===== src/rtl/rx_frame_controller_if.sv =====
// Receiver byte stream and downstream valid/ready payload stream of the frame controller.
interface rx_frame_controller_if;
    logic       byte_valid;
    logic [7:0] byte_in;
    logic       rcv_reset;
    logic       out_valid;
    logic [7:0] out_data;
    logic       out_last;
    logic       out_ready;

    modport slave (
        input  byte_valid, byte_in, out_ready,
        output rcv_reset, out_valid, out_data, out_last
    );

    modport master (
        output byte_valid, byte_in, out_ready,
        input  rcv_reset, out_valid, out_data, out_last
    );
endinterface


===== src/rtl/rx_frame_controller.sv =====
// Assembles LEN/payload/CHK frames from the receiver byte stream, verifies the XOR checksum,
// and only then releases the buffered payload downstream; errors and gaps resync the receiver.
//
// state     | meaning
// S_IDLE    | waiting for LEN byte
// S_PAYLOAD | collecting LEN payload bytes into buffer
// S_CHECK   | waiting for CHK byte
// S_DELIVER | streaming buffered payload over valid/ready
// S_DROP    | single-cycle error report and receiver reset
module rx_frame_controller #(
    parameter int MAX_LEN = 16,
    parameter int TIMEOUT = 1024,
    parameter int IDX_W   = 8
) (
    input  logic                        clk,
    input  logic                        reset,
    rx_frame_controller_if.slave        bus,
    output logic                        o_frame_ok,
    output logic                        o_frame_err,
    output logic [1:0]                  o_err_code,
    output logic [7:0]                  o_ovr_cnt
);
    localparam int BUF_W = (MAX_LEN > 1) ? $clog2(MAX_LEN) : 1;
    localparam int GAP_W = $clog2(TIMEOUT);
    localparam logic [8:0]       MAX_LEN_V = 9'(MAX_LEN);
    localparam logic [GAP_W-1:0] GAP_LOAD  = GAP_W'(TIMEOUT - 2);

    typedef enum logic [2:0] {
        S_IDLE,
        S_PAYLOAD,
        S_CHECK,
        S_DELIVER,
        S_DROP
    } state_t;

    state_t            r_state;
    state_t            w_next;
    logic [7:0]        r_len;
    logic [7:0]        r_csum;
    logic [IDX_W-1:0]  r_idx;
    logic [IDX_W-1:0]  r_rd;
    logic [GAP_W-1:0]  r_gap;
    logic [7:0]        r_buf [2**BUF_W];
    logic              r_frame_ok;
    logic [1:0]        r_err_code;
    logic [7:0]        r_ovr_cnt;

    logic [7:0]        w_len_m1;
    logic              w_len_bad;
    logic              w_last_idx;
    logic              w_rd_last;
    logic              w_xfer;
    logic              w_gap_tc;
    logic              w_set_code;
    logic [1:0]        w_code;

    assign w_len_m1   = r_len - 8'd1;
    assign w_len_bad  = (bus.byte_in == 8'd0) || ({1'b0, bus.byte_in} > MAX_LEN_V);
    assign w_last_idx = (r_idx == IDX_W'(w_len_m1));
    assign w_rd_last  = (r_rd == IDX_W'(w_len_m1));
    assign w_xfer     = bus.out_valid && bus.out_ready;
    assign w_gap_tc   = (r_gap == '0);

    always_ff @(posedge clk) begin
        if (reset) r_state <= S_IDLE;
        else       r_state <= w_next;
    end

    always_comb begin
        w_next     = r_state;
        w_set_code = 1'b0;
        w_code     = 2'd0;
        case (r_state)
            S_IDLE: begin
                if (bus.byte_valid) begin
                    if (w_len_bad) begin
                        w_next     = S_DROP;
                        w_set_code = 1'b1;
                        w_code     = 2'd1;
                    end else begin
                        w_next = S_PAYLOAD;
                    end
                end
            end
            S_PAYLOAD: begin
                if (bus.byte_valid) begin
                    if (w_last_idx) w_next = S_CHECK;
                end else if (w_gap_tc) begin
                    w_next     = S_DROP;
                    w_set_code = 1'b1;
                    w_code     = 2'd3;
                end
            end
            S_CHECK: begin
                if (bus.byte_valid) begin
                    if (bus.byte_in == r_csum) begin
                        w_next = S_DELIVER;
                    end else begin
                        w_next     = S_DROP;
                        w_set_code = 1'b1;
                        w_code     = 2'd2;
                    end
                end else if (w_gap_tc) begin
                    w_next     = S_DROP;
                    w_set_code = 1'b1;
                    w_code     = 2'd3;
                end
            end
            S_DELIVER: begin
                if (w_xfer && w_rd_last) w_next = S_IDLE;
            end
            S_DROP:  w_next = S_IDLE;
            default: w_next = S_IDLE;
        endcase
    end

    always_ff @(posedge clk) begin
        if (reset) begin
            r_len      <= '0;
            r_csum     <= '0;
            r_idx      <= '0;
            r_rd       <= '0;
            r_gap      <= GAP_LOAD;
            r_frame_ok <= 1'b0;
            r_err_code <= 2'd0;
            r_ovr_cnt  <= '0;
        end else begin
            r_frame_ok <= (r_state == S_CHECK) && (w_next == S_DELIVER);
            if (w_set_code) r_err_code <= w_code;

            if (r_state == S_IDLE && bus.byte_valid) begin
                r_len  <= bus.byte_in;
                r_csum <= bus.byte_in;
            end else if (r_state == S_PAYLOAD && bus.byte_valid) begin
                r_csum <= r_csum ^ bus.byte_in;
            end

            // index saturates at LEN-1 so it never points past the frame
            if (r_state == S_IDLE)
                r_idx <= '0;
            else if (r_state == S_PAYLOAD && bus.byte_valid && !w_last_idx)
                r_idx <= r_idx + 1'b1;

            if (r_state != S_DELIVER)
                r_rd <= '0;
            else if (w_xfer && !w_rd_last)
                r_rd <= r_rd + 1'b1;

            if (bus.byte_valid || r_state == S_IDLE)
                r_gap <= GAP_LOAD;
            else if (!w_gap_tc)
                r_gap <= r_gap - 1'b1;

            if (bus.byte_valid && (r_state == S_DELIVER || r_state == S_DROP) && r_ovr_cnt != 8'hFF)
                r_ovr_cnt <= r_ovr_cnt + 8'd1;
        end
    end

    always_ff @(posedge clk) begin
        if (r_state == S_PAYLOAD && bus.byte_valid)
            r_buf[r_idx[BUF_W-1:0]] <= bus.byte_in;
    end

    assign bus.out_valid = (r_state == S_DELIVER);
    assign bus.out_data  = bus.out_valid ? r_buf[r_rd[BUF_W-1:0]] : 8'd0;
    assign bus.out_last  = bus.out_valid && w_rd_last;
    assign bus.rcv_reset = (r_state == S_DROP);
    assign o_frame_err   = (r_state == S_DROP);
    assign o_frame_ok    = r_frame_ok;
    assign o_err_code    = r_err_code;
    assign o_ovr_cnt     = r_ovr_cnt;
endmodule


===== src/flat_wrapper.sv =====
// flat-port wrapper written by rule: the top's interface ports become plain ports
module rx_frame_controller_flat 
#(
    parameter int MAX_LEN = 16,
    parameter int TIMEOUT = 1024,
    parameter int IDX_W   = 8
)
  (clk, reset, o_frame_ok, o_frame_err, o_err_code, o_ovr_cnt, bus_byte_valid, bus_byte_in, bus_out_ready, bus_rcv_reset, bus_out_valid, bus_out_data, bus_out_last);
  rx_frame_controller_if bus_i ();
  input  logic clk;
  input  logic reset;
  output logic o_frame_ok;
  output logic o_frame_err;
  output logic [1:0] o_err_code;
  output logic [7:0] o_ovr_cnt;
  input wire logic [$bits(bus_i.byte_valid)-1:0] bus_byte_valid;
  input wire logic [$bits(bus_i.byte_in)-1:0] bus_byte_in;
  input wire logic [$bits(bus_i.out_ready)-1:0] bus_out_ready;
  output wire logic [$bits(bus_i.rcv_reset)-1:0] bus_rcv_reset;
  output wire logic [$bits(bus_i.out_valid)-1:0] bus_out_valid;
  output wire logic [$bits(bus_i.out_data)-1:0] bus_out_data;
  output wire logic [$bits(bus_i.out_last)-1:0] bus_out_last;
  assign bus_i.byte_valid = bus_byte_valid;
  assign bus_i.byte_in = bus_byte_in;
  assign bus_i.out_ready = bus_out_ready;
  assign bus_rcv_reset = bus_i.rcv_reset;
  assign bus_out_valid = bus_i.out_valid;
  assign bus_out_data = bus_i.out_data;
  assign bus_out_last = bus_i.out_last;
  rx_frame_controller #(.MAX_LEN(MAX_LEN), .TIMEOUT(TIMEOUT), .IDX_W(IDX_W)) u_core (.clk(clk), .reset(reset), .bus(bus_i), .o_frame_ok(o_frame_ok), .o_frame_err(o_frame_err), .o_err_code(o_err_code), .o_ovr_cnt(o_ovr_cnt));
endmodule

===== config.mk =====
export PLATFORM = sky130hd
export DESIGN_NAME = rx_frame_controller_flat
export DESIGN_NICKNAME = d
export VERILOG_FILES = /design/src/rtl/rx_frame_controller_if.sv /design/src/rtl/rx_frame_controller.sv /design/src/flat_wrapper.sv
export SDC_FILE = /design/constraint.sdc
export NUM_CORES = 1
export LEC_CHECK = 0
export BUFFER_PORTS_ARGS = -buffer_cell sky130_fd_sc_hd__buf_2
export CORE_MARGIN = 2
export CORE_UTILIZATION = 28
export CTS_BUF_LIST = sky130_fd_sc_hd__clkbuf_16
export CTS_CLUSTER_DIAMETER = 50
export CTS_CLUSTER_SIZE = 20
export DETAILED_ROUTE_END_ITERATION = 10
export PLACE_DENSITY = 0.51
export SLEW_MARGIN = 20
export SYNTH_ARGS = -nofsm -noshare
export SYNTH_HDL_FRONTEND = slang
export SYNTH_SLANG_ARGS = --single-unit

===== constraint.sdc =====
create_clock -name clk -period 6.5 [get_ports clk]
set_input_delay 0.975 -clock clk [delete_from_list [all_inputs] [get_ports clk]]
set_output_delay 0.975 -clock clk [all_outputs]
set_load 0.05 [all_outputs]

# [After elaboration in Yosys (flattened, before gate mapping)]
# Memories as Yosys holds them, arrays and structs flattened. A register that Yosys moved wholly into a read port is not among the register bits.
# Index checks and enable logic that the tools add are counted.
[totals] reg_bits=56 ramBits=128 input_bits=12 elab_cells=79 mem_count=1
[classes] addsub=5 magnitude_cmp=1 eq_ne=10 muxes=30 bitwise_logic=1 n_reduce_logical=22
[mem_list] name="u_core.r_buf" words=16 width=8 rd=1 rd_clocked_by_memory_dff=1 write_ports=1 line_no="rx_frame_controller.sv:43" rtl="logic [7:0] r_buf [2**BUF_W];"
[ops] cell="adder 8 x 1 -> 8 bit, second input constant" n=3
[ops] cell="== test 8 bit" n=3
[ops] cell="2-to-1 mux 3 bit" n=8
[ops] cell="2-to-1 mux 8 bit" n=3
[ops] cell="one-hot mux 3 bit (4 select lines)" n=1
[ops] cell="logical AND 1 bit" n=10
[ops] cell="zero test 10 bit" n=1
[ops] cell="2-to-1 mux 2 bit" n=5
[ops] cell="subtractor 10 x 1 -> 10 bit, second input constant" n=1
[ops] cell="== test 3 x 2 -> 1 bit, second input constant" n=3
[ops] cell="2-to-1 mux 1 bit" n=9
[ops] cell="> comparator 8 x 5 -> 1 bit, second input constant" n=1
[ops] cell="zero test 8 bit" n=1
[ops] cell="2-to-1 mux 4 bit" n=2
[ops] cell="!= test 8 bit, second input constant" n=1
[ops] cell="subtractor 8 x 1 -> 8 bit, second input constant" n=1
[ops] cell="bitwise XOR 8 bit" n=1
[ops] cell="one-hot mux 2 bit (3 select lines)" n=1
[ops] cell="OR reduction 2 bit" n=3
[ops] cell="== test 3 x 1 -> 1 bit, second input constant" n=1
[ops] cell="== test 3 bit, second input constant" n=1
[ops] cell="zero test 3 bit" n=1
[ops] cell="logical OR 1 bit" n=3
[ops] cell="!= test 3 x 2 -> 1 bit, second input constant" n=1
[ops] cell="3 further kinds" n=4

# [Depth between registers and ports, before layout]
[logic_depth] depth_word=7 depth_mapped=9 mapped_depth_nobuf=8

# [Least setup slack after synthesis]
# Ideal clock, no wire load.
[synth_timing] path_kind="flip-flop to output port" startpoint="register u_core.r_len[3]" endpoint="output port bus_out_last" t_arrival_ns=2.220 required_ns=5.525 path_slack_ns=3.305 stages_incl_launch_ff=7 path_cell_list="dfxtp_1 buf_2 or3_4 or3b_4 xnor3_1 o311a_1 and3_1"
[synth_via] elab_chain_len=3
[synth_rtl] element="start: declaration" line_no="rx_frame_controller.sv:38" rtl="logic [7:0] r_len;"
[synth_rtl] element="start signal: assignment" line_no="rx_frame_controller.sv:132" rtl="r_len <= bus.byte_in;"
[synth_rtl] element="subtractor 8 x 1 -> 8 bit" line_no="rx_frame_controller.sv:57" rtl="assign w_len_m1 = r_len - 8'd1;"
[synth_rtl] element="== test 8 bit" line_no="rx_frame_controller.sv:60" rtl="assign w_rd_last = (r_rd == IDX_W'(w_len_m1));"
[synth_rtl] element="logical AND 1 bit" line_no="rx_frame_controller.sv:166" rtl="assign bus.out_last = bus.out_valid && w_rd_last;"
[synth_rtl] element="end: declaration" line_no="flat_wrapper.sv:22" rtl="output wire logic [$bits(bus_i.out_last)-1:0] bus_out_last;"
# Every way passes these cells.

# [Worst setup path in the final report]
[layout_timing] startpoint="register u_core.r_len[0]" endpoint="output port bus_out_last"
# The elaborated chain is that of the path after synthesis.

==> run metrics <==
cells on worst reg2reg path 8; fraction of power consumed by combinational cells 0.055; Slew Viols, Final 0; vias in the first global route 4921; TritonCTS clock tree yes; delay-heaviest family, CP compound AO/OA/AOI/OAI gates; Arr. time, crit path 2.83 ns; critical path's largest stage delay 0.56 ns; Pint 1.88 mW; crit path time final 3.80 ns; total of max-cap violations 0; Crit. End Element output port; sequential area share after synthesis 0.606; Synth Instances 606; async set-reset flop share out of synthesis 0; share of cells above drive strength 1 0.202; 1st-iter DRT viols 449; Rel. slew slack 0.245; Setup CP Type flop to output port; RSZ-0062 raised after global routing false; final setup violation count 0; power share of the clock group 0.437; Layout area overhead 15.3%; CTS Hold Bufs 0; fin util 0.326; Resize count post-CTS 0; sum of negative setup slack 0 ns; Routed WL per cell 18.7 um; synth unique cells 57; Max Fclk 0.263 GHz; Metal-1 WL 8.78 mm; prevailing post-synth register cell edfxtp_1; Post-CTS Setup Repair Bufs 0; Vert. Die Dim 176 um; syn avg cell area 13.7 sq um; routed vias 4989; # diodes 0; Min-Delay Endpoint u_core.o_err_code[0]$_SDFFE_PP0P_; GRT Total Usage 0.131; die width 176 um; nets 659; period utilisation layout 0.585; Setup WS pre-CTS 3.14 ns; leakage power 3.07 nW; DR top layer met4; Hold Path Origin u_core.o_err_code[0]$_SDFFE_PP0P_; Reg power frac 0.508; CTS root buf clkbuf_16; DRC 0; CTS sink count 188; met2 wire len 9.77 mm; Synthesized Nets 626; Req. time, crit path 5.52 ns; Cell Rows 63; largest net degree at the start of global routing 37; initial antenna violation count 0; outcome finished clean; total power draw 2.55 mW; Reg clk slew, reported paths 0.08 ns; DR vias/cell 4.79; dpl hpwl 11.9 mm; Tightest Pin Transition 1.13 ns; EDFF count, synth 128; clk buf depth 2; Net Sw Frac 0.264; Reg2Reg Launch Point u_core.r_len[0]$_SDFFE_PP0P_; H-Tree Depth 4; Die Area 31100 sq um; total CTS buffers 17; pwr/cell area 266 nW/um^2; worst-case clock skew 0.0218 ns; aggregate routed wire length 19.5 mm; most common cell after layout, fill and taps aside edfxtp_1; I/O pin total 35; crit-path cells inv_1, ha_1, nor3b_1, a32oi_1, o2111a_1, o311a_1, and3_1, buf_2; FF+latch count, synth 188; Hold Vio Cnt, Final 0; Initial Util 0.282; first-pass GRT wire length 30.1 mm; Hold Crit Depth 2; Post-Syn Area 8330 sq um; hold slack 0.458 ns; setup slack, reg-to-reg 3.70 ns; Worst setup SP type flop; Worst Path Buf+Inv 2; Switch Pwr 0.675 mW; met3 wire length 804 um; GPL Wtd Cong 0.741; R2R Path End u_core.r_state[0]$_SDFF_PP0_; final worst slack 2.70 ns; remaining antenna violation count 0; Port Buffers 34; highest-count cells in the layout ignoring fill and taps edfxtp_1, nand2_1, dfxtp_1; Max VDD drop 182 uV; highest fanout seen on the critical path 9; worst min-delay path class flop to flop; Syn. warnings 0; Overflow after GRT 0; first drt pass iteration count 6; CORE AREA 29500 sq um; Clock Latency Late Sink 0.44 ns; Crit-path slowest cell dfxtp_1
## per-stage QoR
step,instances,cell area (sq um)
global placement,1010,8950
finish,1042,9600
global route,1042,9600
detailed placement,1010,8950
CTS,1042,9590
floorplan,606,8330
## kinds of logic (layout without fill, tap and decap cells)
family                     Yosys count  in the layout  synth area share
and+or+nand+nor                    191            191             0.117
DFF                                188            188             0.606
AOI/OAI and AO/OA                   80             80            0.0672
muxes                               58             58             0.130
buffers and inverters               43             89            0.0216
xor gates and xnor gates            38             38            0.0466
adders and majority gates            8              8            0.0120
## power groups by stage
stage | registers (mW) | clock network (mW) | logic [mW]
6_report | 1.30 | 1.12 | 0.141
5_1_grt | 1.30 | 1.19 | 0.157
4_1_cts | 1.30 | 1.14 | 0.143
3_5_place_dp | 1.32 | 0 | 0.142
3_3_place_gp | 1.32 | 0 | 0.142
2_1_floorplan | 1.32 | 0 | 0.103
## routing by layer
| layer | track usage | vias up |
|---|---|---|
| met5 | 0 | - |
| met4 | 0.0279 | 0 |
| met3 | 0.0243 | 9 |
| met2 | 0.224 | 105 |
| met1 | 0.174 | 2517 |
| li1 | - | 2358 |
## state kept, by name, summed over array words and instances, names as in the netlist, named ones only
signal	cells
u_core.o_err_code	2
u_core.r_rd	8
u_core.r_len	8
u_core.r_gap	10
u_core.o_frame_ok	1
u_core.r_state	3
u_core.r_idx	8
u_core.r_csum	8
u_core.o_ovr_cnt	8
u_core.r_buf	128
## synth_stat cells, drive strengths merged, types with 13 or more instances
cell,number,share of area
nand2,65,0.029
and2,13,0.0098
o21ai,14,0.0084
a21oi,31,0.019
clkbuf,21,0.0095
mux4,40,0.11
mux2i,18,0.022
dfxtp,60,0.14
nor2,37,0.017
xnor2,22,0.023
edfxtp,128,0.46
## layout make-up
type,instances,area (sq um)
clock buffer,17,425
clock inverter,15,213
tap,390,488
sequential,188,5050
timing repair buffer,45,253
fill,2931,19900
inverter,12,45.0
multi-input combinational,375,3130
## worst max path at each step
stage / start / endpoint / slack (ns) / depth (start not counted)
floorplan: u_core.r_len[3]$_SDFFE_PP0P_ / bus_out_last / 3.31 / 6
global placement: flop / bus_out_data[4] / 3.13 / 5
detailed placement: flop / bus_out_data[4] / 3.14 / 5
CTS: flop / bus_out_data[4] / 2.66 / 5
global route: u_core.r_len[0]$_SDFFE_PP0P_ / bus_out_last / 2.49 / 8
finish: u_core.r_len[0]$_SDFFE_PP0P_ / bus_out_last / 2.70 / 8
## worst register-to-register path, cell delays in order, from the launching register on
cell	delay (ns)
dfxtp_1	0.43
inv_1	0.10
ha_1	0.28
nor3b_1	0.48
xnor2_1	0.18
a21oi_1	0.13
a2111oi_4	0.69
nand4_1	0.16
a31o_1	0.26
Power figures use the tool's default switching activity.
